File: src/rtl/mips150_uart_mmio.sv
// Memory-mapped UART for the MIPS150 CPU: TX/RX FIFOs, sticky status flags and an RX-level interrupt.
// Define UART_PARITY_EN to add an even-parity bit to every frame in both directions.
module mips150_uart_fifo #(
  parameter int WIDTH = 8,
  parameter int DEPTH = 8
) (
  input  logic                     clk,
  input  logic                     rst,
  input  logic                     i_push,
  input  logic                     i_pop,
  input  logic [WIDTH-1:0]         i_wdata,
  output logic [WIDTH-1:0]         o_rdata,
  output logic [$clog2(DEPTH):0]   o_count,
  output logic                     o_full,
  output logic                     o_empty
);
  localparam int PW = $clog2(DEPTH);

  logic [WIDTH-1:0] r_mem [DEPTH];
  logic [PW-1:0]    r_wr_ptr;
  logic [PW-1:0]    r_rd_ptr;
  logic [PW:0]      r_count;

  // NOTE: storage is deliberately not reset; only pointers and count say what is valid.
  always_ff @(posedge clk) begin
    if (i_push) r_mem[r_wr_ptr] <= i_wdata;
  end

  // NOTE: sequential state uses non-blocking assignments so every flop samples pre-edge values.
  always_ff @(posedge clk) begin
    if (rst) begin
      r_wr_ptr <= '0;
      r_rd_ptr <= '0;
      r_count  <= '0;
    end else begin
      if (i_push) r_wr_ptr <= r_wr_ptr + 1'b1;
      if (i_pop)  r_rd_ptr <= r_rd_ptr + 1'b1;
      if (i_push && !i_pop)      r_count <= r_count + 1'b1;
      else if (!i_push && i_pop) r_count <= r_count - 1'b1;
    end
  end

  assign o_rdata = r_mem[r_rd_ptr];
  assign o_count = r_count;
  assign o_full  = (r_count == (PW+1)'(DEPTH));
  assign o_empty = (r_count == '0);
endmodule

module mips150_uart_mmio #(
  parameter int CLOCK_FREQ = 50_000_000,
  parameter int BAUD_RATE  = 115_200,
  parameter int DATA_BITS  = 8,
  parameter int FIFO_DEPTH = 8
) (
  input  logic        clk,
  input  logic        rst,
  input  logic [3:0]  io_addr,
  input  logic        io_we,
  input  logic        io_re,
  input  logic [31:0] io_wdata,
  output logic [31:0] io_rdata,
  output logic        uart_irq,
  input  logic        FPGA_SERIAL_RX,
  output logic        FPGA_SERIAL_TX
);
  localparam int BIT_T = CLOCK_FREQ / BAUD_RATE;
  localparam int CW    = (BIT_T > 1) ? $clog2(BIT_T) : 1;
  localparam int PW    = $clog2(FIFO_DEPTH);
  localparam logic [CW-1:0] BIT_LAST  = CW'(BIT_T - 1);
  localparam logic [CW-1:0] HALF_LAST = CW'(BIT_T / 2 - 1);
  localparam logic [2:0]    LAST_BIT  = 3'(DATA_BITS - 1);

  localparam logic [2:0] S_IDLE   = 3'd0;
  localparam logic [2:0] S_START  = 3'd1;
  localparam logic [2:0] S_DATA   = 3'd2;
  localparam logic [2:0] S_STOP   = 3'd3;
`ifdef UART_PARITY_EN
  localparam logic [2:0] S_PARITY = 3'd4;
`endif

  localparam logic [1:0] A_STATUS = 2'd0;
  localparam logic [1:0] A_RXDATA = 2'd1;
  localparam logic [1:0] A_TXDATA = 2'd2;
  localparam logic [1:0] A_COUNT  = 2'd3;

  logic [1:0] w_reg;
  logic       w_tx_wr;
  logic       w_status_wr;
  logic       w_rx_rd;
  logic       w_unused;

  assign w_reg       = io_addr[3:2];
  assign w_tx_wr     = io_we && (w_reg == A_TXDATA);
  assign w_status_wr = io_we && (w_reg == A_STATUS);
  assign w_rx_rd     = io_re && (w_reg == A_RXDATA);
  assign w_unused    = &{1'b0, io_addr[1:0], io_wdata[31:DATA_BITS]};

  // ---------------- TX path ----------------
  logic [DATA_BITS-1:0] w_tx_head;
  logic [PW:0]          w_tx_count;
  logic                 w_tx_full, w_tx_empty, w_tx_push, w_tx_pop, w_tx_tick;
  logic [2:0]           r_tx_state;
  logic [CW-1:0]        r_tx_cnt;
  logic [2:0]           r_tx_bit;
  logic [DATA_BITS-1:0] r_tx_shift;
  logic                 r_tx;
`ifdef UART_PARITY_EN
  logic                 r_tx_par;
`endif

  assign w_tx_tick = (r_tx_cnt == BIT_LAST);
  // The FSM takes the next byte straight out of STOP so frames stay back-to-back.
  assign w_tx_pop  = !w_tx_empty &&
                     ((r_tx_state == S_IDLE) || ((r_tx_state == S_STOP) && w_tx_tick));
  assign w_tx_push = w_tx_wr && (!w_tx_full || w_tx_pop);

  mips150_uart_fifo #(.WIDTH(DATA_BITS), .DEPTH(FIFO_DEPTH)) u_tx_fifo (
    .clk     (clk),
    .rst     (rst),
    .i_push  (w_tx_push),
    .i_pop   (w_tx_pop),
    .i_wdata (io_wdata[DATA_BITS-1:0]),
    .o_rdata (w_tx_head),
    .o_count (w_tx_count),
    .o_full  (w_tx_full),
    .o_empty (w_tx_empty)
  );

  always_ff @(posedge clk) begin
    if (rst) begin
      r_tx_state <= S_IDLE;
      r_tx_cnt   <= '0;
      r_tx_bit   <= '0;
      r_tx_shift <= '0;
      r_tx       <= 1'b1;
`ifdef UART_PARITY_EN
      r_tx_par   <= 1'b0;
`endif
    end else begin
      if (r_tx_state == S_IDLE || w_tx_tick) r_tx_cnt <= '0;
      else                                   r_tx_cnt <= r_tx_cnt + 1'b1;

      if (w_tx_pop) begin
        r_tx_state <= S_START;
        r_tx_shift <= w_tx_head;
        r_tx_bit   <= '0;
        r_tx       <= 1'b0;
`ifdef UART_PARITY_EN
        r_tx_par   <= ^w_tx_head;
`endif
      end else begin
        case (r_tx_state)
          S_IDLE: r_tx <= 1'b1;
          S_START: if (w_tx_tick) begin
            r_tx_state <= S_DATA;
            r_tx       <= r_tx_shift[0];
          end
          S_DATA: if (w_tx_tick) begin
            if (r_tx_bit == LAST_BIT) begin
`ifdef UART_PARITY_EN
              r_tx_state <= S_PARITY;
              r_tx       <= r_tx_par;
`else
              r_tx_state <= S_STOP;
              r_tx       <= 1'b1;
`endif
            end else begin
              r_tx_bit   <= r_tx_bit + 1'b1;
              r_tx_shift <= r_tx_shift >> 1;
              r_tx       <= r_tx_shift[1];
            end
          end
`ifdef UART_PARITY_EN
          S_PARITY: if (w_tx_tick) begin
            r_tx_state <= S_STOP;
            r_tx       <= 1'b1;
          end
`endif
          S_STOP: if (w_tx_tick) begin
            r_tx_state <= S_IDLE;
            r_tx       <= 1'b1;
          end
          default: begin
            r_tx_state <= S_IDLE;
            r_tx       <= 1'b1;
          end
        endcase
      end
    end
  end

  assign FPGA_SERIAL_TX = r_tx;

  // ---------------- RX path ----------------
  logic                 r_rx_s1, r_rx_s2, r_rx_s3;
  logic [2:0]           r_rx_state;
  logic [CW-1:0]        r_rx_cnt;
  logic [2:0]           r_rx_bit;
  logic [DATA_BITS-1:0] r_rx_shift;
  logic [DATA_BITS-1:0] w_rx_head;
  logic [PW:0]          w_rx_count;
  logic                 w_rx_full, w_rx_empty, w_rx_tick, w_rx_half, w_rx_stop_sample;
  logic                 w_rx_good, w_rx_bypass, w_rx_push, w_rx_pop;
  logic                 w_ferr_set, w_ovr_set, w_perr_flag;
`ifdef UART_PARITY_EN
  logic                 r_rx_par_bad;
  logic                 w_perr_set;
`endif

  always_ff @(posedge clk) begin
    if (rst) begin
      r_rx_s1 <= 1'b1;
      r_rx_s2 <= 1'b1;
      r_rx_s3 <= 1'b1;
    end else begin
      r_rx_s1 <= FPGA_SERIAL_RX;
      r_rx_s2 <= r_rx_s1;
      r_rx_s3 <= r_rx_s2;
    end
  end

  assign w_rx_tick        = (r_rx_cnt == BIT_LAST);
  assign w_rx_half        = (r_rx_cnt == HALF_LAST);
  assign w_rx_stop_sample = (r_rx_state == S_STOP) && w_rx_tick;
  assign w_ferr_set       = w_rx_stop_sample && !r_rx_s2;
`ifdef UART_PARITY_EN
  assign w_rx_good        = w_rx_stop_sample && r_rx_s2 && !r_rx_par_bad;
  assign w_perr_set       = w_rx_stop_sample && r_rx_s2 && r_rx_par_bad;
`else
  assign w_rx_good        = w_rx_stop_sample && r_rx_s2;
`endif

  // A read of an empty FIFO racing a fresh byte hands that byte straight to the reader.
  assign w_rx_bypass = w_rx_empty && w_rx_good && w_rx_rd;
  assign w_rx_pop    = w_rx_rd && !w_rx_empty;
  assign w_rx_push   = w_rx_good && !w_rx_bypass && (!w_rx_full || w_rx_pop);
  assign w_ovr_set   = w_rx_good && w_rx_full && !w_rx_pop;

  mips150_uart_fifo #(.WIDTH(DATA_BITS), .DEPTH(FIFO_DEPTH)) u_rx_fifo (
    .clk     (clk),
    .rst     (rst),
    .i_push  (w_rx_push),
    .i_pop   (w_rx_pop),
    .i_wdata (r_rx_shift),
    .o_rdata (w_rx_head),
    .o_count (w_rx_count),
    .o_full  (w_rx_full),
    .o_empty (w_rx_empty)
  );

  always_ff @(posedge clk) begin
    if (rst) begin
      r_rx_state   <= S_IDLE;
      r_rx_cnt     <= '0;
      r_rx_bit     <= '0;
      r_rx_shift   <= '0;
`ifdef UART_PARITY_EN
      r_rx_par_bad <= 1'b0;
`endif
    end else begin
      case (r_rx_state)
        S_IDLE: begin
          r_rx_cnt <= '0;
          if (r_rx_s3 && !r_rx_s2) r_rx_state <= S_START;
        end
        S_START: begin
          if (w_rx_half) begin
            r_rx_cnt   <= '0;
            r_rx_bit   <= '0;
            r_rx_state <= r_rx_s2 ? S_IDLE : S_DATA;
          end else begin
            r_rx_cnt <= r_rx_cnt + 1'b1;
          end
        end
        S_DATA: begin
          if (w_rx_tick) begin
            r_rx_cnt   <= '0;
            r_rx_shift <= {r_rx_s2, r_rx_shift[DATA_BITS-1:1]};
            if (r_rx_bit == LAST_BIT) begin
`ifdef UART_PARITY_EN
              r_rx_state <= S_PARITY;
`else
              r_rx_state <= S_STOP;
`endif
            end else begin
              r_rx_bit <= r_rx_bit + 1'b1;
            end
          end else begin
            r_rx_cnt <= r_rx_cnt + 1'b1;
          end
        end
`ifdef UART_PARITY_EN
        S_PARITY: begin
          if (w_rx_tick) begin
            r_rx_cnt     <= '0;
            r_rx_par_bad <= (r_rx_s2 != ^r_rx_shift);
            r_rx_state   <= S_STOP;
          end else begin
            r_rx_cnt <= r_rx_cnt + 1'b1;
          end
        end
`endif
        S_STOP: begin
          if (w_rx_tick) begin
            r_rx_cnt   <= '0;
            r_rx_state <= S_IDLE;
          end else begin
            r_rx_cnt <= r_rx_cnt + 1'b1;
          end
        end
        default: begin
          r_rx_cnt   <= '0;
          r_rx_state <= S_IDLE;
        end
      endcase
    end
  end

  // ---------------- Status flags and read port ----------------
  logic        r_overrun, r_frame_err;
  logic [31:0] w_rd_mux;
  logic [31:0] r_rdata;
`ifdef UART_PARITY_EN
  logic        r_parity_err;
`endif

  // A set arriving with a write-1-to-clear wins, so no event is lost.
  always_ff @(posedge clk) begin
    if (rst) begin
      r_overrun    <= 1'b0;
      r_frame_err  <= 1'b0;
`ifdef UART_PARITY_EN
      r_parity_err <= 1'b0;
`endif
    end else begin
      r_overrun    <= w_ovr_set  | (r_overrun   & ~(w_status_wr & io_wdata[2]));
      r_frame_err  <= w_ferr_set | (r_frame_err & ~(w_status_wr & io_wdata[3]));
`ifdef UART_PARITY_EN
      r_parity_err <= w_perr_set | (r_parity_err & ~(w_status_wr & io_wdata[4]));
`endif
    end
  end

`ifdef UART_PARITY_EN
  assign w_perr_flag = r_parity_err;
`else
  assign w_perr_flag = 1'b0;
`endif

  // NOTE: every output of a combinational block gets a default first, so no latch is inferred.
  always_comb begin
    w_rd_mux = '0;
    case (w_reg)
      A_STATUS: w_rd_mux[4:0] = {w_perr_flag, r_frame_err, r_overrun, !w_rx_empty, !w_tx_full};
      A_RXDATA: begin
        if (w_rx_bypass)      w_rd_mux[DATA_BITS-1:0] = r_rx_shift;
        else if (!w_rx_empty) w_rd_mux[DATA_BITS-1:0] = w_rx_head;
      end
      A_COUNT: begin
        w_rd_mux[15:8] = 8'(w_tx_count);
        w_rd_mux[7:0]  = 8'(w_rx_count);
      end
      default: w_rd_mux = '0;
    endcase
  end

  always_ff @(posedge clk) begin
    if (rst)        r_rdata <= '0;
    else if (io_re) r_rdata <= w_rd_mux;
  end

  assign io_rdata = r_rdata;
  assign uart_irq = !w_rx_empty;
endmodule

File: config.mk
export PLATFORM = sky130hd
export DESIGN_NAME = mips150_uart_mmio
export DESIGN_NICKNAME = d
export VERILOG_FILES = /design/src/rtl/mips150_uart_mmio.sv
export SDC_FILE = /design/constraint.sdc
export NUM_CORES = 1
export LEC_CHECK = 0
export BUFFER_PORTS_ARGS = -buffer_cell sky130_fd_sc_hd__buf_2
export CAP_MARGIN = 20
export CELL_PAD_IN_SITES_DETAIL_PLACEMENT = 1
export CELL_PAD_IN_SITES_GLOBAL_PLACEMENT = 2
export CORE_MARGIN = 3
export CORE_UTILIZATION = 40
export CTS_CLUSTER_SIZE = 30
export DETAILED_ROUTE_END_ITERATION = 10
export HOLD_SLACK_MARGIN = 0.12
export MAX_ROUTING_LAYER = met4
export PLACE_DENSITY_LB_ADDON = 0.15
export SLEW_MARGIN = 25
export SYNTH_ARGS = -nofsm -noshare
export SYNTH_HDL_FRONTEND = slang
export SYNTH_SLANG_ARGS = --single-unit
File: constraint.sdc
create_clock -name clk -period 5.35 [get_ports clk]
set_input_delay 0.8025 -clock clk [delete_from_list [all_inputs] [get_ports clk]]
set_output_delay 0.8025 -clock clk [all_outputs]
set_load 0.01 [all_outputs]
Word-level counts from Yosys, hierarchy flattened
Memories as Yosys holds them, arrays and structs flattened. A register that Yosys moved wholly into a read port is not among the register bits.
Cells that the tools add are included.
{ "totals": {"input_bits": 41, "ram_bits": 128, "ff_bits": 88, "mem_count": 2, "output_inout_bits": 34} }
{ "memory_table": {"columns": ["memory", "depth", "word_bits", "rd", "rd_clocked_by_memory_dff", "wr", "line", "text"], "rows": [
  ["u_rx_fifo.r_mem", 8, 8, 1, 1, 1, "19", "logic [WIDTH-1:0] r_mem [DEPTH];"],
  ["u_tx_fifo.r_mem", 8, 8, 1, 1, 1, "19", null]
]} }
{ "classes": {"n_reduce_logical": 56, "n_mux": 47, "add_sub_neg": 12, "n_eq_ne": 32, "n_bitwise": 10} }
{ "op_table": {"columns": ["operator", "n"], "rows": [
  ["two-way mux 3 bit", 17],
  ["two-way mux 8 bit", 6],
  ["case mux 3 bit (4 select lines)", 2],
  ["logical AND 1 bit", 21],
  ["two-way mux 4 bit", 5],
  ["inequality test 2 bit (second input constant)", 10],
  ["adder 3 x 1 -> 3 bit (second input constant)", 6],
  ["adder 9 x 1 -> 9 bit (second input constant)", 2],
  ["== test 9 bit (second input constant)", 2],
  ["two-way mux 9 bit", 2],
  ["case mux 9 bit (2 select lines)", 1],
  ["case mux 5 bit (3 select lines)", 1],
  ["AND reduction 5 bit", 3],
  ["== test 3 x 2 -> 1 bit (second input constant)", 4],
  ["inequality test 3 x 2 -> 1 bit (second input constant)", 4],
  ["logical NOT 1 bit", 10],
  ["two-way mux 1 bit", 10],
  ["nonzero test 2 bit", 5],
  ["== test 9 x 8 -> 1 bit (second input constant)", 1],
  ["AND reduction 3 bit", 3],
  ["adder 4 x 1 -> 4 bit (second input constant)", 2],
  ["== test 4 bit (second input constant)", 2],
  ["logical NOT 4 bit", 2],
  ["subtractor 4 x 1 -> 4 bit (second input constant)", 2],
  ["17 further kinds", 34]
]} }

Depth between registers and ports, before layout
Gate-level depths: netlist (run 1).
{ "depth": {"depth_word": 12, "ltp_mapped": 14} }

Hierarchy
A second synthesis (run 1) with hierarchy kept.
{ "unflattened": {"hier_cells": 681, "area_unflattened_um2": 9332.7} }
{ "by_module_without_submodules": {"columns": ["mod", "seq_area_each_um2", "cells_per_inst", "instances", "area_per_inst_um2"], "rows": [
  ["mips150_uart_fifo", 2182.1, 162, 2, 3089.2],
  ["mips150_uart_mmio", 1241.2, 357, 1, 3154.3]
]} }

Worst setup path after synthesis (run 1)
OpenSTA, ideal clock, no wires.
{ "synth_path": {"kind": "input port to flip-flop", "from": "input port io_addr[3]", "to": "register u_rx_fifo.r_count[3] (netlist: u_rx_fifo.o_count[3])", "setup_time_ns": 0.121, "cell_stages": 11, "slack_ns": 2.393, "arrival_time_ns": 2.836, "cell_sequence": "and3b_1 > xnor2_1 > o21ai_2 > inv_2 > ha_1 > inv_1 > ha_1 > a21o_1 > a21oi_1 > mux2i_1 > mux2_2"} }
{ "synth_between": {"elab_chain_len": 9, "word_cells_on_any_way": 14, "classes_between": "eq/ne: 1; mux: 1; reduce/logical: 12"} }
{ "synth_rtl": {"columns": ["item", "line", "text"], "rows": [
  ["start: declaration", "57", "input logic [3:0] io_addr,"],
  ["== test 2 x 1 -> 1 bit *", "95", "assign w_rx_rd = io_re && (w_reg == A_RXDATA);"],
  ["logical AND 1 bit *", "95", null],
  ["logical AND 1 bit", "234", "assign w_rx_bypass = w_rx_empty && w_rx_good && w_rx_rd;"],
  ["logical NOT 1 bit", "236", "assign w_rx_push = w_rx_good && !w_rx_bypass && (!w_rx_full || w_rx_pop);"],
  ["logical AND 1 bit", "236", null],
  ["logical AND 1 bit *", "236", null],
  ["via u_rx_fifo.i_push", "9", "input logic i_push,"],
  ["logical NOT 1 bit", "39", "else if (!i_push && i_pop) r_count <= r_count - 1'b1;"],
  ["logical AND 1 bit", "39", null],
  ["nonzero test 2 bit (no line)", null, null],
  ["end signal: assignment", "38", "if (i_push && !i_pop) r_count <= r_count + 1'b1;"],
  ["end signal: assignment", "39", null],
  ["end: declaration", "22", "logic [PW:0] r_count;"]
]} }
Mark *: on every way through the listed nets, which the timed path passes. The rest lies on a longest branch.
A chain may end at the register's enable or synchronous reset.

Final worst setup path (run 1)
{ "layout_path": {"from": "register r_rx_cnt[0]", "to": "register u_rx_fifo.r_count[3] (netlist: u_rx_fifo.o_count[3])"} }
{ "layout_between": {"elab_chain_len": 11, "word_cells_on_any_way": 13, "classes_between": "eq/ne: 1; mux: 1; reduce/logical: 11"} }
{ "layout_rtl": {"columns": ["item", "line", "text"], "rows": [
  ["start: declaration", "197", "logic [CW-1:0] r_rx_cnt;"],
  ["start signal: assignment", "272", "r_rx_cnt <= r_rx_cnt + 1'b1;"],
  ["start signal: assignment", "289", "r_rx_cnt <= r_rx_cnt + 1'b1;"],
  ["start signal: assignment", "308", "r_rx_cnt <= r_rx_cnt + 1'b1;"],
  ["== test 9 bit *", "222", "assign w_rx_tick = (r_rx_cnt == BIT_LAST);"],
  ["logical AND 1 bit *", "224", "assign w_rx_stop_sample = (r_rx_state == S_STOP) && w_rx_tick;"],
  ["logical AND 1 bit *", "230", "assign w_rx_good = w_rx_stop_sample && r_rx_s2;"],
  ["logical AND 1 bit (2 in series)", "234", null],
  ["logical NOT 1 bit", "236", null],
  ["logical AND 1 bit * (2 in series)", "236", null],
  ["via u_rx_fifo.i_push", "9", null],
  ["logical NOT 1 bit", "39", null],
  ["logical AND 1 bit", "39", null],
  ["nonzero test 2 bit (no line)", null, null]
]} }
Marked as above.

==> impl_metrics.py, run 1 <==
metrics = {
    "sta": {
        "tightest_slew_ns": 1.035,
        "setup_viol": 0,
        "whs_ns": 0.4161,
        "grt_setup_unrepaired": "false",
        "max_freq_mhz": 304.0,
        "fin_crit_sh": 0.6149,
        "slew-limit-headroom": 0.3060,
        "finalWorstSetupSlack_ns": 2.060,
        "final_max_slew_viol_count": 0,
        "hold_viol": 0,
        "finClkSkew_ns": 0.01200,
        "fin_setup_tns_ns": 0,
        "min_period_ns": 3.290,
    },
    "synth": {
        "synth_edf_count": 128,
        "yosysWarnings": 0,
        "yosysMostFrequentCell": "edfxtp_1",
        "synthArstFlopShare": 0,
        "synth_commonest_cells": "edfxtp_1 (128), dfxtp_1 (88), nor2_1 (63), mux4_2 (32), mux2i_1 (30)",
        "syn_inst": 671,
        "synth_area_um2": 9201,
        "avgSynthCellArea_um2": 13.71,
        "synth_seq_cells": 216,
        "seq_area_frac_synth": 0.6092,
        "synth_top_cell_area_share": 0.4177,
        "synth-main-ff-cell": "edfxtp_1",
        "synth_top_area_cell": "edfxtp_1",
        "synth.distinct_cells": 61,
        "synth.area.top_cells": "edfxtp_1 (42%), dfxtp_1 (19%), mux4_2 (7.8%), mux2i_1 (3.3%), ha_1 (3.1%)",
    },
    "power": {
        "power_mw": 3.940,
        "powerDensity_nw_per_um2": 383.7,
        "p_switching_mw": 0.9961,
        "sw_frac_of_total": 0.2528,
        "ir_worst_vdd_mv": 0.1906,
        "clockPowerShare": 0.377,
        "leakagePower_nw": 3.481,
        "p_comb_frac": 0.132,
        "p_int_mw": 2.944,
        "seqPwrFrac": 0.491,
    },
    "placement": {
        "post-place-cells": 955,
        "placed_area_um2": 9558,
        "gp_congestion": 0.7908,
        "numPortBuffers": 28,
        "place_ws_ns": 1.817,
        "dpl.hpwl_mm": 13.53,
    },
    "die": {
        "die_h_um": 157.7,
        "num_io_pins": 75,
        "die_area_um2": 24860,
        "fp.dieW_um": 157.7,
        "rows": 54,
        "initial_utilization": 0.4139,
        "coreArea_um2": 22230,
    },
    "global_routing": {
        "grt_max_degree": 35,
        "grt_first_pass_wirelength_mm": 31.65,
        "overflow": 0,
        "antenna_found_initial": 0,
        "grt_pass1_vias": 5754,
        "track_usage": 0.1678,
    },
    "drt": {
        "ant_nets": 0,
        "wl_per_cell_um": 19.85,
        "drc_errors": 0,
        "vias": 5444,
        "firstDrtPassIters": 4,
        "routed_wl_mm": 19.81,
        "dr.first_iter.drc_count": 257,
        "via_per_inst": 5.455,
    },
    "finish": {
        "final_area_um2": 10270,
        "syn_to_final_growth_pct": 11.60,
        "post-route-util": 0.4620,
        "drive_gt1_frac": 0.1811,
        "nFillCells": 2263,
        "nets": 767,
        "finalNonFillerCells": 998,
        "diodes": 0,
    },
    "worst_setup_path": {
        "crit_fanout": 8,
        "required_ns": 5.75,
        "cp.arrival_ns": 3.69,
        "crit_type": "flop to flop",
        "cp-end-kind": "flop",
        "startpoint_type": "flop",
    },
    "clocking": {
        "clk_latency_ns": 0.51,
        "cts-root-buf": "clkbuf_16",
        "cts_sinks": 216,
        "cts_hold_buf": 0,
        "path_clk_slew_ns": 0.06,
        "cts_buffer_depth": 3,
        "numCtsBuffers": 24,
        "cts_tree": "built",
        "postCtsSetupRepairBufs": 0,
        "cts_resized": 0,
        "h-tree-depth": 1,
    },
    "run": {
        "drv_cap": 0,
    },
    "outcome": {
        "status": "finished clean",
    },
    "worst_hold_path": {
        "worstHoldPathType": "flop to flop",
    },
}
[power by group through the flow]
stage                     registers (mW)  clock network (mW)  logic (mW)
after floorplan                     1.90                   0       0.463
after global placement              1.97                   0       0.505
after detailed placement            1.98                   0       0.526
after CTS                           1.94                1.53       0.529
after global routing                1.95                1.60       0.580
final                               1.94                1.49       0.519
[cells in the final DEF (no fill, tap or decap), types with 5 or more instances in the layout]
cell / instances
dfxtp_1: 86
a22oi_1: 8
clkinv_1: 6
edfxtp_1: 128
or2_2: 6
o21ai_0: 7
nand2_1: 21
nor3_1: 9
a31oi_1: 7
or3_1: 6
conb_1: 20
mux4_2: 32
clkinv_2: 6
o22ai_1: 8
buf_4: 5
ha_1: 23
clkbuf_16: 25
nor2_1: 63
nor2b_1: 9
nand3_1: 20
clkbuf_1: 5
xor2_1: 10
buf_2: 28
xnor2_1: 12
o31ai_1: 5
inv_1: 16
mux2i_1: 30
nand2b_1: 12
a21oi_1: 25
mux2_2: 7
[final cells by class]
cell class,count,area (um2),share of cell area
flip-flops and latches,216,5608,0.5461
multi-input cells,409,3358,0.3270
clock buffers,31,658.1,0.06409
well taps,280,350.3,0.03412
repair buffers,33,177.7,0.01730
inverters,17,63.81,0.006214
clock inverters,12,52.55,0.005118
[worst paths after layout]
kind | cells after the start | start | endpoint | slack [ns]
worst min register to register | 1 | r_rx_s1 | r_rx_s2 | 0.42
worst max-delay path | 12 | r_rx_cnt[0] | u_rx_fifo.o_count[3] | 2.06
worst min-delay path | 1 | r_rx_s1 | r_rx_s2 | 0.42
worst max register to register | 12 | r_rx_cnt[0] | u_rx_fifo.o_count[3] | 2.06
[state kept, by name, summed over array words and instances, names as in the netlist, 2 cells and up, named ones only]
signal              count
io_rdata               12
r_rx_bit                3
r_rx_cnt                9
r_rx_shift              8
r_rx_state              2
r_tx_bit                3
r_tx_cnt                9
r_tx_shift              8
r_tx_state              2
u_rx_fifo.o_count       4
u_rx_fifo.r_mem        64
u_rx_fifo.r_rd_ptr      3
u_rx_fifo.r_wr_ptr      3
u_tx_fifo.o_count       4
u_tx_fifo.r_mem        64
u_tx_fifo.r_rd_ptr      3
u_tx_fifo.r_wr_ptr      3
[critical path, cell delays in order (launching register included)]
cell      delay, ns
dfxtp_1        0.43
ha_1           0.20
nand2b_1       0.24
nor4_4         0.52
o21ai_2        0.21
inv_2          0.14
ha_1           0.17
inv_1          0.09
ha_1           0.29
a21o_1         0.18
a21oi_1        0.16
mux2i_1        0.21
mux2_2         0.34
[routing by layer]
layer,global-route usage,share of wire
met1,0.2076,0.42
met2,0.2880,0.51
met3,0.02515,0.044
met4,0.04711,0.024
met5,-,0
[cell families (layout without fill, tap and decap cells)]
kind of cell,after synthesis,in the layout,synth area share
XOR/XNOR,22,22,0.02094
flip-flops,216,216,0.6092
multiplexers,69,69,0.1195
AO/OA/AOI/OAI,83,83,0.06065
adder cells (fa/ha/maj),25,25,0.03563
other,1,20,0.0004076
buffers and inverters,65,93,0.03644
AND/OR/NAND/NOR,190,190,0.1172
No activity file was read; power rests on OpenSTA's default activity.
==> run 2: changes to the inputs <==
--- a/config.mk
+++ b/config.mk
@@ -10,7 +10,7 @@
 export CELL_PAD_IN_SITES_DETAIL_PLACEMENT = 1
 export CELL_PAD_IN_SITES_GLOBAL_PLACEMENT = 2
 export CORE_MARGIN = 3
-export CORE_UTILIZATION = 40
+export CORE_UTILIZATION = 38
 export CTS_CLUSTER_SIZE = 30
 export DETAILED_ROUTE_END_ITERATION = 10
 export HOLD_SLACK_MARGIN = 0.12
==> constraint.sdc (replaced) <==
create_clock -name clk -period 2.77 [get_ports clk]
set_input_delay 0.4155 -clock clk [delete_from_list [all_inputs] [get_ports clk]]
set_output_delay 0.4155 -clock clk [all_outputs]
set_load 0.01 [all_outputs]
==> run 2 against run 1 <==
  * Power increased by 110%
  * Maximum frequency increased by 23%
  * Worst hold slack got worse by 0.25 ns
  * Cell area increased by 6.9%
  * Global-route usage decreased by 0.60 points
  * Wire length increased by 3.3%
  * Combinational power increased by 140%
  * Critical path type unchanged
  * Critical endpoint is now u_tx_fifo.o_count[3]
==> impl_metrics.py, run 2 (synthesized netlist as in run 1, its figures left out) <==
metrics = {
    "drt": {
        "via_per_inst": 5.098,
        "ant_nets": 0,
        "firstDrtPassIters": 4,
        "dr.first_iter.drc_count": 283,
        "routed_wl_mm": 20.46,
        "vias": 5593,
        "wl_per_cell_um": 18.65,
        "drc_errors": 0,
    },
    "finish": {
        "ff_latch_area_um2": 5612,
        "diodes": 0,
        "syn_to_final_growth_pct": 19.30,
        "final_common_cell": "edfxtp_1",
        "nets": 826,
        "multi_input_area_um2": 3408,
        "drive_gt1_frac": 0.2661,
        "post-route-util": 0.4649,
        "nFillCells": 2415,
        "layout_common_cells": "edfxtp_1 (128), dfxtp_1 (85), nor2_1 (63)",
    },
    "worst_setup_path": {
        "critPathSlowestCell": "mux2_2",
        "rrSetupSlack_ns": 0.09,
        "required_ns": 3.17,
        "crit_path_frequent_cell": "ha_4",
        "startpoint_type": "flop",
        "reg2reg_from": "r_tx_cnt[1]",
        "worstReg2RegEnd": "u_tx_fifo.o_count[3]",
        "crit_fanout": 3,
        "cp.arrival_ns": 3.08,
        "crit_type": "flop to flop",
        "max_stage_delay_ns": 0.35,
        "cp-end-kind": "flop",
        "reg2reg_depth": 12,
        "crit_chain": "inv_1 > ha_2 > and4b_2 > a31o_4 > o211a_1 > ha_4 > inv_4 > ha_4 > a21o_1 > a21oi_2 > mux2i_1 > mux2_2",
    },
    "sta": {
        "tightest_slew_ns": 0.7928,
        "max_freq_mhz": 372.5,
        "setup_viol": 0,
        "final_max_slew_viol_count": 0,
        "fin_crit_sh": 0.9690,
        "hold_viol": 0,
        "whs_ns": 0.1705,
        "slew-limit-headroom": 0.4708,
        "min_period_ns": 2.684,
        "finalWorstSetupSlack_ns": 0.08578,
        "finClkSkew_ns": 0.009877,
    },
    "die": {
        "num_io_pins": 75,
        "die_area_um2": 26120,
        "fp.dieW_um": 161.6,
        "initial_utilization": 0.3897,
        "rows": 56,
        "die_h_um": 161.6,
        "coreArea_um2": 23610,
    },
    "power": {
        "ir_worst_vdd_mv": 0.4773,
        "leakagePower_nw": 3.850,
        "powerDensity_nw_per_um2": 757.6,
    },
    "clocking": {
        "cts-root-buf": "clkbuf_16",
        "clk_latency_ns": 0.51,
        "h-tree-depth": 1,
        "numCtsBuffers": 25,
        "cts_tree": "built",
        "cts_sinks": 216,
        "path_clk_slew_ns": 0.06,
        "cts_buffer_depth": 3,
    },
    "worst_hold_path": {
        "holdPathStages": 1,
        "worstHoldPathType": "input pin to flop",
        "worstHoldStart": "io_wdata[5]",
        "holdPathEnd": "u_tx_fifo.r_mem[1][5]",
    },
    "global_routing": {
        "track_usage": 0.1618,
        "overflow": 0,
        "grt_max_degree": 36,
        "grt_first_pass_wirelength_mm": 32.86,
        "antenna_found_initial": 0,
        "grt_pass1_vias": 5968,
    },
    "run": {
        "drv_cap": 0,
    },
    "outcome": {
        "status": "finished clean",
    },
    "placement": {
        "numPortBuffers": 28,
        "dpl.hpwl_mm": 14.02,
        "gp_congestion": 0.7719,
        "place_ws_ns": -0.03709,
    },
}
## run 2: cell types whose count changed in the layout (fill, tap and decap cells not counted), sizes merged
cell         change
clkinvlp         +2
dlygate4sd3      +1
bufinv           +3
buf             +57
clkbuf           -3
## run 2: worst max-delay path, delay by kind of cell, from the launching register on
kind | cells | cell delay (ns)
AOI/OAI and AO/OA | 4 | 0.81
and+or+nand+nor | 1 | 0.24
adders and majority gates | 3 | 0.53
DFF | 1 | 0.34
buffers and inverters | 2 | 0.10
muxes | 2 | 0.55
## run 2: final cells by class
cell class,count,area share
clock buffer,28,0.06178
clock inverter,17,0.01801
inverter,17,0.006041
multi-input combinational,409,0.3105
sequential,216,0.5112
tap,319,0.03636
timing repair buffer,91,0.05608
## run 2: worst max path at each step
stage	from	end	slack, ns	depth (start not counted)
5_1_grt	r_tx_cnt[1]	u_tx_fifo.o_count[3]	-0.01	12
3_5_place_dp	r_rx_cnt[0]	u_rx_fifo.o_count[3]	-0.04	12
2_1_floorplan	r_tx_cnt[1]	u_tx_fifo.o_count[3]	-0.01	13
4_1_cts	r_rx_cnt[1]	u_rx_fifo.o_count[3]	-0.02	13
3_3_place_gp	r_tx_cnt[1]	u_tx_fifo.o_count[3]	0.02	12
6_report	r_tx_cnt[1]	u_tx_fifo.o_count[3]	0.09	12
## run 2: stage by stage
stage	TNS, ns	cells	area (um2)	total power [mW]
floorplan	-0.009544	690	9298	4.584
global placement	0	1044	9978	4.890
detailed placement	-0.04444	1044	9978	4.945
CTS	-0.02283	1094	10900	8.392
global route	-0.009980	1097	10980	8.715
finish	0	1097	10980	8.316
## run 2: layer usage
metal	vias up	track usage	wire length, um
li1	2678	-	-
met1	2825	0.2076	9187
met2	67	0.2761	10380
met3	23	0.02026	447
met4	0	0.03877	446
met5	-	-	0
## run 2: report_power, final
group	switching [mW]	total, mW	internal, mW
clock	1.34	3.41	2.06
sequential	0.146	3.67	3.52
combinational	0.613	1.24	0.629
total	2.10	8.32	6.21
## run 2: repair_timing
action	in CTS	in global routing
endpoints found under the hold margin	1	0
hold buffers	1	0
buffers inserted	4	3
gates resized for setup	3	10
endpoints found under the setup margin	2	2
pin swaps	1	7
==> run 3: changes to the inputs <==
--- a/config.mk
+++ b/config.mk
@@ -15,7 +15,8 @@
 export DETAILED_ROUTE_END_ITERATION = 10
 export HOLD_SLACK_MARGIN = 0.12
 export MAX_ROUTING_LAYER = met4
-export PLACE_DENSITY_LB_ADDON = 0.15
+export PLACE_DENSITY_LB_ADDON = 0.1
+export SETUP_SLACK_MARGIN = 0.3
 export SLEW_MARGIN = 25
 export SYNTH_ARGS = -nofsm -noshare
 export SYNTH_HDL_FRONTEND = slang
==> run 3 against run 2 <==
  * Die area unchanged
  * First-iteration DRC count increased by 52%
  * Clock skew decreased by 0.00095 ns
  * Register-to-register slack improved by 0.05 ns
  * Wire length increased by 2.3%
  * Sequential share of layout area increased by 0.18 points
  * Via count about the same
  * Largest power group unchanged
==> impl_metrics.py, run 3 (synthesized netlist as in run 1, its figures left out) <==
metrics = {
    "clocking": {
        "cts_buffer_depth": 3,
        "cts_tree": "built",
        "cts_sinks": 216,
        "path_clk_slew_ns": 0.06,
        "cts-root-buf": "clkbuf_16",
        "h-tree-depth": 1,
        "numCtsBuffers": 24,
        "clk_latency_ns": 0.51,
    },
    "drt": {
        "routed.top_layer": "met4",
        "drc_errors": 0,
        "wl_per_cell_um": 19.16,
        "wl_met3_um": 743,
        "vias": 5594,
        "m1WireLength_mm": 9.300,
        "dr_wl_met2_mm": 10.51,
        "dr.first_iter.drc_count": 431,
        "firstDrtPassIters": 5,
        "via_per_inst": 5.123,
        "routed_wl_mm": 20.93,
        "ant_nets": 0,
    },
    "worst_setup_path": {
        "cp-end-kind": "flop",
        "crit_type": "flop to flop",
        "startpoint_type": "flop",
        "rrSetupSlack_ns": 0.14,
        "worstReg2RegEnd": "u_tx_fifo.o_count[3]",
        "cp.arrival_ns": 3.03,
        "reg2reg_depth": 12,
        "required_ns": 3.17,
        "crit_fanout": 5,
        "reg2reg_from": "r_tx_cnt[1]",
    },
    "placement": {
        "numPortBuffers": 28,
        "gp_congestion": 0.7868,
        "dpl.hpwl_mm": 14.11,
    },
    "sta": {
        "min_period_ns": 2.631,
        "grt_setup_unrepaired": "true",
        "setup_viol": 0,
        "fin_crit_sh": 0.9499,
        "slew-limit-headroom": 0.4761,
        "fin_setup_tns_ns": 0,
        "hold_viol": 0,
        "finClkSkew_ns": 0.008928,
        "final_max_slew_viol_count": 0,
        "tightest_slew_ns": 0.7847,
        "max_freq_mhz": 380.1,
    },
    "outcome": {
        "status": "finished clean",
    },
    "power": {
        "seqPwrFrac": 0.448,
        "clockPowerShare": 0.398,
        "powerDensity_nw_per_um2": 745.4,
        "ir_worst_vdd_mv": 0.3751,
        "p_int_mw": 6.154,
        "p_comb_frac": 0.153,
        "leakagePower_nw": 3.812,
        "power_mw": 8.173,
        "p_switching_mw": 2.019,
        "sw_frac_of_total": 0.2471,
    },
    "worst_hold_path": {
        "worstHoldStart": "io_wdata[5]",
        "holdPathStages": 1,
        "holdPathEnd": "u_tx_fifo.r_mem[2][5]",
        "worstHoldPathType": "input pin to flop",
    },
    "global_routing": {
        "overflow": 0,
        "grt_max_degree": 40,
        "track_usage": 0.1662,
        "grt_first_pass_wirelength_mm": 33.27,
        "antenna_found_initial": 0,
        "grt_pass1_vias": 6051,
    },
    "run": {
        "drv_cap": 0,
    },
    "finish": {
        "diodes": 0,
        "drive_gt1_frac": 0.2678,
        "nets": 821,
        "syn_to_final_growth_pct": 19.16,
        "final_common_cell": "edfxtp_1",
        "layout_common_cells": "edfxtp_1 (128), dfxtp_1 (78), nor2_1 (63)",
        "post-route-util": 0.4643,
    },
    "die": {
        "initial_utilization": 0.3897,
        "die_area_um2": 26120,
        "die_h_um": 161.6,
        "fp.dieW_um": 161.6,
        "coreArea_um2": 23610,
        "num_io_pins": 75,
        "rows": 56,
    },
}
==> run 3: how the worst max path moves through the flow <==
stage               depth (start not counted)              endpoint         from  slack, ns
finish                                     12  u_tx_fifo.o_count[3]  r_tx_cnt[1]       0.14
CTS                                        12  u_tx_fifo.o_count[3]  r_tx_cnt[1]       0.12
global route                               12  u_tx_fifo.o_count[3]  r_tx_cnt[1]       0.04
global placement                           12  u_rx_fifo.o_count[3]   io_addr[3]       0.08
detailed placement                         12  u_rx_fifo.o_count[3]   io_addr[3]       0.06
floorplan                                  13  u_tx_fifo.o_count[3]  r_tx_cnt[1]       0.10
==> run 3: layer usage <==
| metal | vias to the layer above | track usage |
|---|---|---|
| met2 | 84 | 0.2811 |
| met1 | 2818 | 0.2134 |
| met4 | 0 | 0.04033 |
| met3 | 32 | 0.02334 |
| li1 | 2660 | - |
| met5 | - | - |
==> run 3: layout make-up <==
class / count / area [um2]
Sequential cell: 216 / 5625
Multi-Input combinational cell: 409 / 3455
Timing Repair Buffer: 87 / 598.1
Inverter: 17 / 68.82
Clock buffer: 33 / 685.7
Fill cell: 2420 / 12650
Tap cell: 319 / 399.1
Clock inverter: 11 / 132.6
==> run 3: stage by stage <==
step	std cells	hold WS, ns	setup slack, ns	area (um2)
2_1_floorplan	690	0.3895	0.1036	9394
3_3_place_gp	1033	0.3987	0.07590	10000
3_5_place_dp	1033	0.4006	0.05930	10000
4_1_cts	1085	0.1622	0.1241	10890
5_1_grt	1092	0.1649	0.03804	10960
6_report	1092	0.1740	0.1388	10960
==> run 3: critical path, stage by stage (launching register included) <==
cell     delay, ns
dfxtp_2       0.33
inv_2         0.04
ha_4          0.14
and4b_2       0.25
a31o_4        0.24
o211a_4       0.24
ha_4          0.17
inv_4         0.07
ha_4          0.19
a21o_1        0.16
a21oi_2       0.13
mux2i_1       0.21
mux2_2        0.34
==> run 3: what timing repair did <==
item	4_1_cts	5_1_grt
buffers inserted	7	7
endpoints found under the setup margin	2	3
hold buffers	1	0
hold endpoints to repair	1	0
pin swaps	4	5
resized for setup	2	9
==> run 3: power groups by stage <==
stage	logic, mW	clock network (mW)	registers [mW]
final	1.25	3.25	3.67
after global routing	1.39	3.48	3.69
after CTS	1.28	3.34	3.67
after detailed placement	1.24	0	3.74
after global placement	1.20	0	3.73
after floorplan	0.940	0	3.68
